**config.mk**
```make
export PLATFORM = sky130hd
export DESIGN_NAME = mem_access
export DESIGN_NICKNAME = d
export VERILOG_FILES = /design/src/rtl/mem_access.sv
export SDC_FILE = /design/constraint.sdc
export NUM_CORES = 1
export LEC_CHECK = 0
export ABC_AREA = 1
export CAP_MARGIN = 40
export CORE_MARGIN = 5
export CORE_UTILIZATION = 40
export DETAILED_ROUTE_END_ITERATION = 6
export PLACE_DENSITY_LB_ADDON = 0.3
export SLEW_MARGIN = 40
export SYNTH_ARGS = -nofsm -noshare
export SYNTH_HDL_FRONTEND = slang
export SYNTH_SLANG_ARGS = --single-unit
```
**constraint.sdc**
```tcl
create_clock -name clk -period 3.3 [get_ports clk]
set_clock_uncertainty 0.1 [all_clocks]
set_input_delay 0.66 -clock clk [delete_from_list [all_inputs] [get_ports clk]]
set_output_delay 0.66 -clock clk [all_outputs]
set_load 0.05 [all_outputs]
```
**src/rtl/mem_access.sv**
```systemverilog
// Load/store stage: drives the data bus for one access at a time and produces the writeback beat.
// Optional alignment trap: define MEM_ACCESS_ALIGN_CHECK_EN.
module mem_access #(
   parameter int TIMEOUT_CYC = 15
) (
   input  logic        clk,
   input  logic        rst,
   input  logic        mem_we,
   input  logic [4:0]  mem_waddr,
   input  logic [31:0] mem_wdata,
   input  logic [3:0]  mem_op,
   input  logic [31:0] mem_addr,
   input  logic [31:0] mem_sdata,
   output logic        dbus_req,
   output logic        dbus_we,
   output logic [31:0] dbus_addr,
   output logic [3:0]  dbus_be,
   output logic [31:0] dbus_wdata,
   input  logic [31:0] dbus_rdata,
   input  logic        dbus_ack,
   output logic        wb_we,
   output logic [4:0]  wb_waddr,
   output logic [31:0] wb_wdata,
   output logic        stall_req,
   output logic        excp_misalign,
   output logic        excp_buserr
);

   typedef enum logic {IDLE, BUSY} state_t;

   localparam logic [3:0] OP_LB = 4'd1, OP_LBU = 4'd2, OP_LH = 4'd3, OP_LHU = 4'd4,
                          OP_LW = 4'd5, OP_SB = 4'd6, OP_SH = 4'd7, OP_SW = 4'd8;

   state_t      state;
   logic [7:0]  cnt;
   logic [3:0]  op_q;
   logic [1:0]  off_q;
   logic        misalign_q;

   logic        is_load, is_store, is_ls, misalign, timeout;
   logic [3:0]  be_nxt;
   logic [31:0] wdata_nxt, load_res;
   logic [7:0]  rd_byte;
   logic [15:0] rd_half;

   // NOTE: every signal written in always_comb gets a default first so no latch is inferred.
   always_comb begin
      is_load   = (mem_op >= OP_LB) && (mem_op <= OP_LW);
      is_store  = (mem_op >= OP_SB) && (mem_op <= OP_SW);
      is_ls     = is_load || is_store;
      be_nxt    = 4'b1111;
      wdata_nxt = mem_sdata;
      case (mem_op)
         OP_SB: begin
            be_nxt    = 4'b0001 << mem_addr[1:0];
            wdata_nxt = {4{mem_sdata[7:0]}};
         end
         OP_SH: begin
            be_nxt    = mem_addr[1] ? 4'b1100 : 4'b0011;
            wdata_nxt = {2{mem_sdata[15:0]}};
         end
         default: ;
      endcase
`ifdef MEM_ACCESS_ALIGN_CHECK_EN
      misalign = ((mem_op == OP_LH || mem_op == OP_LHU || mem_op == OP_SH) && mem_addr[0]) ||
                 ((mem_op == OP_LW || mem_op == OP_SW) && (mem_addr[1:0] != 2'b00));
`else
      misalign = 1'b0;
`endif
   end

   // Lane extraction uses the offset and op latched at request time.
   always_comb begin
      rd_byte  = dbus_rdata[8*off_q +: 8];
      rd_half  = off_q[1] ? dbus_rdata[31:16] : dbus_rdata[15:0];
      load_res = dbus_rdata;
      case (op_q)
         OP_LB:   load_res = {{24{rd_byte[7]}}, rd_byte};
         OP_LBU:  load_res = {24'd0, rd_byte};
         OP_LH:   load_res = {{16{rd_half[15]}}, rd_half};
         OP_LHU:  load_res = {16'd0, rd_half};
         default: load_res = dbus_rdata;
      endcase
   end

   assign timeout   = (cnt == 8'(TIMEOUT_CYC - 1));
   assign stall_req = (state == IDLE && is_ls && !misalign) ||
                      (state == BUSY && !dbus_ack && !timeout);
   assign excp_misalign = misalign_q;

   // NOTE: sequential state uses non-blocking assignments only, so every flop sees pre-edge values.
   always_ff @(posedge clk or negedge rst) begin
      if (!rst) begin
         state       <= IDLE;
         cnt         <= '0;
         op_q        <= '0;
         off_q       <= '0;
         dbus_req    <= 1'b0;
         dbus_we     <= 1'b0;
         dbus_addr   <= '0;
         dbus_be     <= '0;
         dbus_wdata  <= '0;
         wb_we       <= 1'b0;
         wb_waddr    <= '0;
         wb_wdata    <= '0;
         misalign_q  <= 1'b0;
         excp_buserr <= 1'b0;
      end else begin
         misalign_q  <= 1'b0;
         excp_buserr <= 1'b0;
         case (state)
            IDLE: begin
               if (is_ls && misalign) begin
                  wb_we      <= 1'b0;
                  misalign_q <= 1'b1;
               end else if (is_ls) begin
                  dbus_req   <= 1'b1;
                  dbus_we    <= is_store;
                  dbus_addr  <= {mem_addr[31:2], 2'b00};
                  dbus_be    <= be_nxt;
                  dbus_wdata <= wdata_nxt;
                  op_q       <= mem_op;
                  off_q      <= mem_addr[1:0];
                  cnt        <= '0;
                  wb_we      <= 1'b0;
                  state      <= BUSY;
               end else begin
                  wb_we    <= mem_we;
                  wb_waddr <= mem_waddr;
                  wb_wdata <= mem_wdata;
               end
            end
            BUSY: begin
               // Ack takes priority over a timeout landing in the same cycle.
               if (dbus_ack) begin
                  wb_we    <= mem_we;
                  wb_waddr <= mem_waddr;
                  wb_wdata <= (op_q <= OP_LW) ? load_res : mem_wdata;
                  dbus_req <= 1'b0;
                  dbus_we  <= 1'b0;
                  state    <= IDLE;
               end else if (timeout) begin
                  excp_buserr <= 1'b1;
                  wb_we       <= 1'b0;
                  dbus_req    <= 1'b0;
                  dbus_we     <= 1'b0;
                  state       <= IDLE;
               end else begin
                  cnt <= cnt + 8'd1;
               end
            end
            default: state <= IDLE;
         endcase
      end
   end

endmodule

```
==> metrics.md <==
| Metric | Value |
|---|---|
| Status | `finished, final reports clean` |
| Largest net degree at the start of global routing | `a little over 80` |
| CP required | `~2.5 ns` |
| P_sw | `4.00 mW` |
| Cells after Synth | `roughly 860` |
| Worst Tran Pin Value | `0.702 ns` |
| Post-synth EDFFs | `0` |
| DR vias | `6422` |
| Synth area leaders | `dfrtp_1 (49%), nand2_1 (21%), o21ai_0 (4.9%)` |
| Max Cap Viol | `0` |
| Worst-Skew Late Latency | `0.42 ns` |
| Critical R2R Capture | `wb_wdata[31]$_DFFE_PN0P_` |
| Cell mode on critical path | `nand2_1` |
| GRT overflow | `0` |
| Reg-to-reg slack, setup | `roughly 1.0 ns` |
| CP Data Arrival Time | `2.04 ns` |
| Setup TNS | `0 ns` |
| Peak supply drop | `0.000647 V` |
| Warnings from Yosys | `0` |
| RSZ-0062 raised after global routing | `false` |
| CTS root buffer | `clkbuf_16` |
| Leakage | `4.52 nW` |
| Critical Path Start | `mem_op[0]` |
| Max FO, Critical Path | `7` |
| Buf/Inv on CP | `4` |
| IO Port Bufs | `248` |
| Vias/cell | `4.89` |
| Crit path depth | `9` |
| P_int | `approximately 4.6 mW` |
| Min-Delay Path Class | `primary input to asynchronous set/reset pin` |
| CTS H-Tree Depth | `4` |
| Fin crit share | `85.0%` |
| Mux cell area share after synthesis | `0%` |
| CP Launch Type | `primary input` |
| Most frequent cells after synthesis | `nand2_1 (350), dfrtp_1 (122), nor2_1 (74)` |
| R2R Path Start | `off_q[1]$_DFFE_PN0P_` |
| Crit end category | `primary output` |
| Routed wire length | `between 20000 and 25000 um` |
| Clock power frac | `between 20% and 30%` |
| Drt drc | `0` |
| Register area share after synthesis | `48.6%` |
| ANT nets after route | `0` |
| Fin. Hold Viols | `0` |
| Max stage delay cell, worst path | `clkdlybuf4s50_1` |
| Yosys top cell area share | `48.6%` |
| Row count | `45` |
| Post-layout min period | `2.80 ns` |
| CTS Sinks | `122` |
| Xor and xnor area share after synthesis | `less than 1%` |
| Final Total Pwr | `8.62 mW` |
| Initial core utilization | `around two fifths` |
| Cell with the most instances after synthesis | `nand2_1` |
| CTS tree | `done` |
| Worst-path clk slew | `0.06 ns` |
| Core box area | `~15000 um2` |
| Post-Synthesis Cell Area | `6280 um2` |
| Fraction of layout cells with a size suffix above 1 | `roughly 5.8%` |
| First DRT Iteration DRCs | `530` |
| Combinational Power Share | `50.8%` |
| Synth async-reset ratio | `100%` |
| Mean Syn Cell Area | `between 7 and 8 um2` |
| Setup ws final | `0.495 ns` |
| Sw Ratio | `between 40% and 50%` |
| Chip Height | `135 um` |
| Global placement routability congestion | `0.877` |
| Largest family of logic cells by synthesized area | `simple AND/OR/NAND/NOR gates` |
| Total GRT Usage | `22.4%` |
| Worst-path cell chain | `clkdlybuf4s50_1 -> nor2_1 -> inv_1 -> nand2_1 -> nand2_2 -> nor2_8 -> inv_4 -> nand2_1 -> buf_12` |
| Worst stage delay on the critical path | `0.57 ns` |
| Compound-Gate Fraction of Synth Area | `11.2%` |
| Layout area overhead | `51.4%` |
| Top Family by Delay on Critical Path | `buffers and inverters` |
| Fin. max-slew vios | `0` |
| Pre-CTS setup slack | `0.454 ns` |
| Ys flop type | `dfrtp_1` |
| Synth Area in Adders | `less than 1%` |
| PostCTS Resize Cnt | `0` |
| Via count of the first global-routing pass | `6308` |
| Largest area contributor in the netlist | `dfrtp_1` |
| Number of hold buffers added after cts | `0` |
| CTS Buffer Depth | `2` |
| Simple-gate portion of the synthesized area | `31.9%` |
| Nets | `1232` |
| #FFs+latches synth | `122` |
| Distinct cells, synth | `34` |
| I/O Pins | `252` |
| Reg2Reg Depth | `9` |
| PD cells | `907 nW/um2` |
| Flop pwr share | `27.1%` |
| Initial antenna violation count | `1` |
| HPWL Detailed | `between 10000 and 15000 um` |
| WL/cell | `between 15 and 20 um` |
| Critical path type | `primary input to primary output` |
| Pre-antenna DRT Iters | `5` |
| CTS buffer count | `17` |
| FMAX | `0.357 GHz` |
| Final setup fails | `0` |
| FILL cells | `1365` |
| Crit path to | `stall_req` |
| Chip Width | `135 um` |
| Setup Buffers After CTS | `0` |
| First-pass GRT wire length | `32300 um` |
| Full die area | `roughly 18000 um2` |
| Max-slew headroom | `a little over half` |
-- sequential cells by signal, summed over array words and instances (netlist names) --
name	flops
dbus_wdata	32
wb_wdata	32
dbus_addr	30
cnt	8
wb_waddr	5
dbus_be	4
op_q	4
off_q	2
dbus_req	1
dbus_we	1
excp_buserr	1
state	1
wb_we	1
-- worst register-to-register path, stage by stage (launching register included) --
cell and delay [ns]:
dfrtp_1 0.79, o21ai_0 0.26, nand2_1 0.09, o21ai_1 0.09
nand2_2 0.19, nand2_4 0.13, nor2_4 0.21, o21ai_0 0.15
nand2_1 0.08, nand2_1 0.05
-- per-stage QoR --
step	cells	utilization, %	hold slack [ns]	area [um2]
floorplan	858	-	0.264	6290
global placement	1281	58.1	0.353	8900
detailed placement	1281	58.1	0.357	8900
CTS	1313	62.1	0.110	9510
global route	1314	62.1	0.130	9510
finish	1314	62.1	0.107	9510
-- power by group through the flow --
stage | Combinational (mW) | Clock, mW | Sequential (mW)
after CTS | 4.41 | 1.95 | 2.33
after global placement | 4.36 | 0 | 2.34
final | 4.38 | 1.91 | 2.34
after detailed placement | 4.40 | 0 | 2.34
after global routing | 4.69 | 2.03 | 2.40
after floorplan | 1.30 | 0 | 3.90
-- area by class of cell --
| type | instances | area, um2 | area share [%] |
|---|---|---|---|
| diodes | 1 | 2.50 | 0.0263 |
| clock buffers | 18 | 439 | 4.62 |
| clock inverters | 14 | 169 | 1.78 |
| inverters | 58 | 220 | 2.31 |
| multi-input cells | 632 | 2780 | 29.2 |
| flip-flops and latches | 122 | 3050 | 32.1 |
| well taps | 211 | 264 | 2.78 |
| repair buffers | 258 | 2590 | 27.2 |
-- cell families after synthesis --
family	count (synthesis)
flip-flops	122
AND/OR/NAND/NOR	493
other	1
XOR/XNOR	3
adder cells (fa/ha/maj)	2
AO/OA/AOI/OAI	131
buffers and inverters	104
-- metal layers --
metal | global-route usage (%) | up-vias | wire length, um
met5 | 0 | - | 0
met4 | 6.94 | 0 | 370
met3 | 10.2 | 24 | 2350
met2 | 34.9 | 283 | 9140
met1 | 28.0 | 2943 | 8540
li1 | - | 3172 | -
-- cell usage in the layout (no fill, tap or decap), types with 2 or more instances in the layout --
cell	synthesis	layout
a21oi_1	50	50
a2bb2oi_1	8	8
buf_12	0	3
buf_4	7	9
bufinv_16	0	3
clkbuf_16	0	17
clkdlybuf4s50_1	0	246
clkinv_2	0	4
clkinv_4	0	3
clkinvlp_4	0	2
conb_1	1	3
dfrtp_1	122	122
ha_1	2	2
inv_1	54	54
inv_2	2	2
inv_6	0	2
nand2_1	350	350
nand2_2	3	3
nand2_4	2	2
nand3_1	40	40
nand3_2	2	2
nand4_1	10	10
nor2_1	74	74
nor3_1	2	2
o211ai_1	3	3
o21ai_0	61	61
o21ai_1	3	3
o31ai_1	3	3
or2_2	8	8
xor2_1	2	2
-- how the worst min path moves through the flow --
stage / startpoint / endpoint / slack (ns) / cells after the start
2_1_floorplan: rst / cnt[0]$_DFFE_PN0P_ / 0.26 / 0
3_3_place_gp: dbus_addr[31]$_DFFE_PN0P_ / dbus_addr[31]$_DFFE_PN0P_ / 0.35 / 2
3_5_place_dp: dbus_addr[30]$_DFFE_PN0P_ / dbus_addr[30]$_DFFE_PN0P_ / 0.36 / 2
4_1_cts: rst / wb_waddr[4]$_DFFE_PN0P_ / 0.11 / 1
5_1_grt: rst / wb_wdata[23]$_DFFE_PN0P_ / 0.13 / 1
6_report: rst / wb_waddr[4]$_DFFE_PN0P_ / 0.11 / 1
No activity file was read; power rests on OpenSTA's default activity.
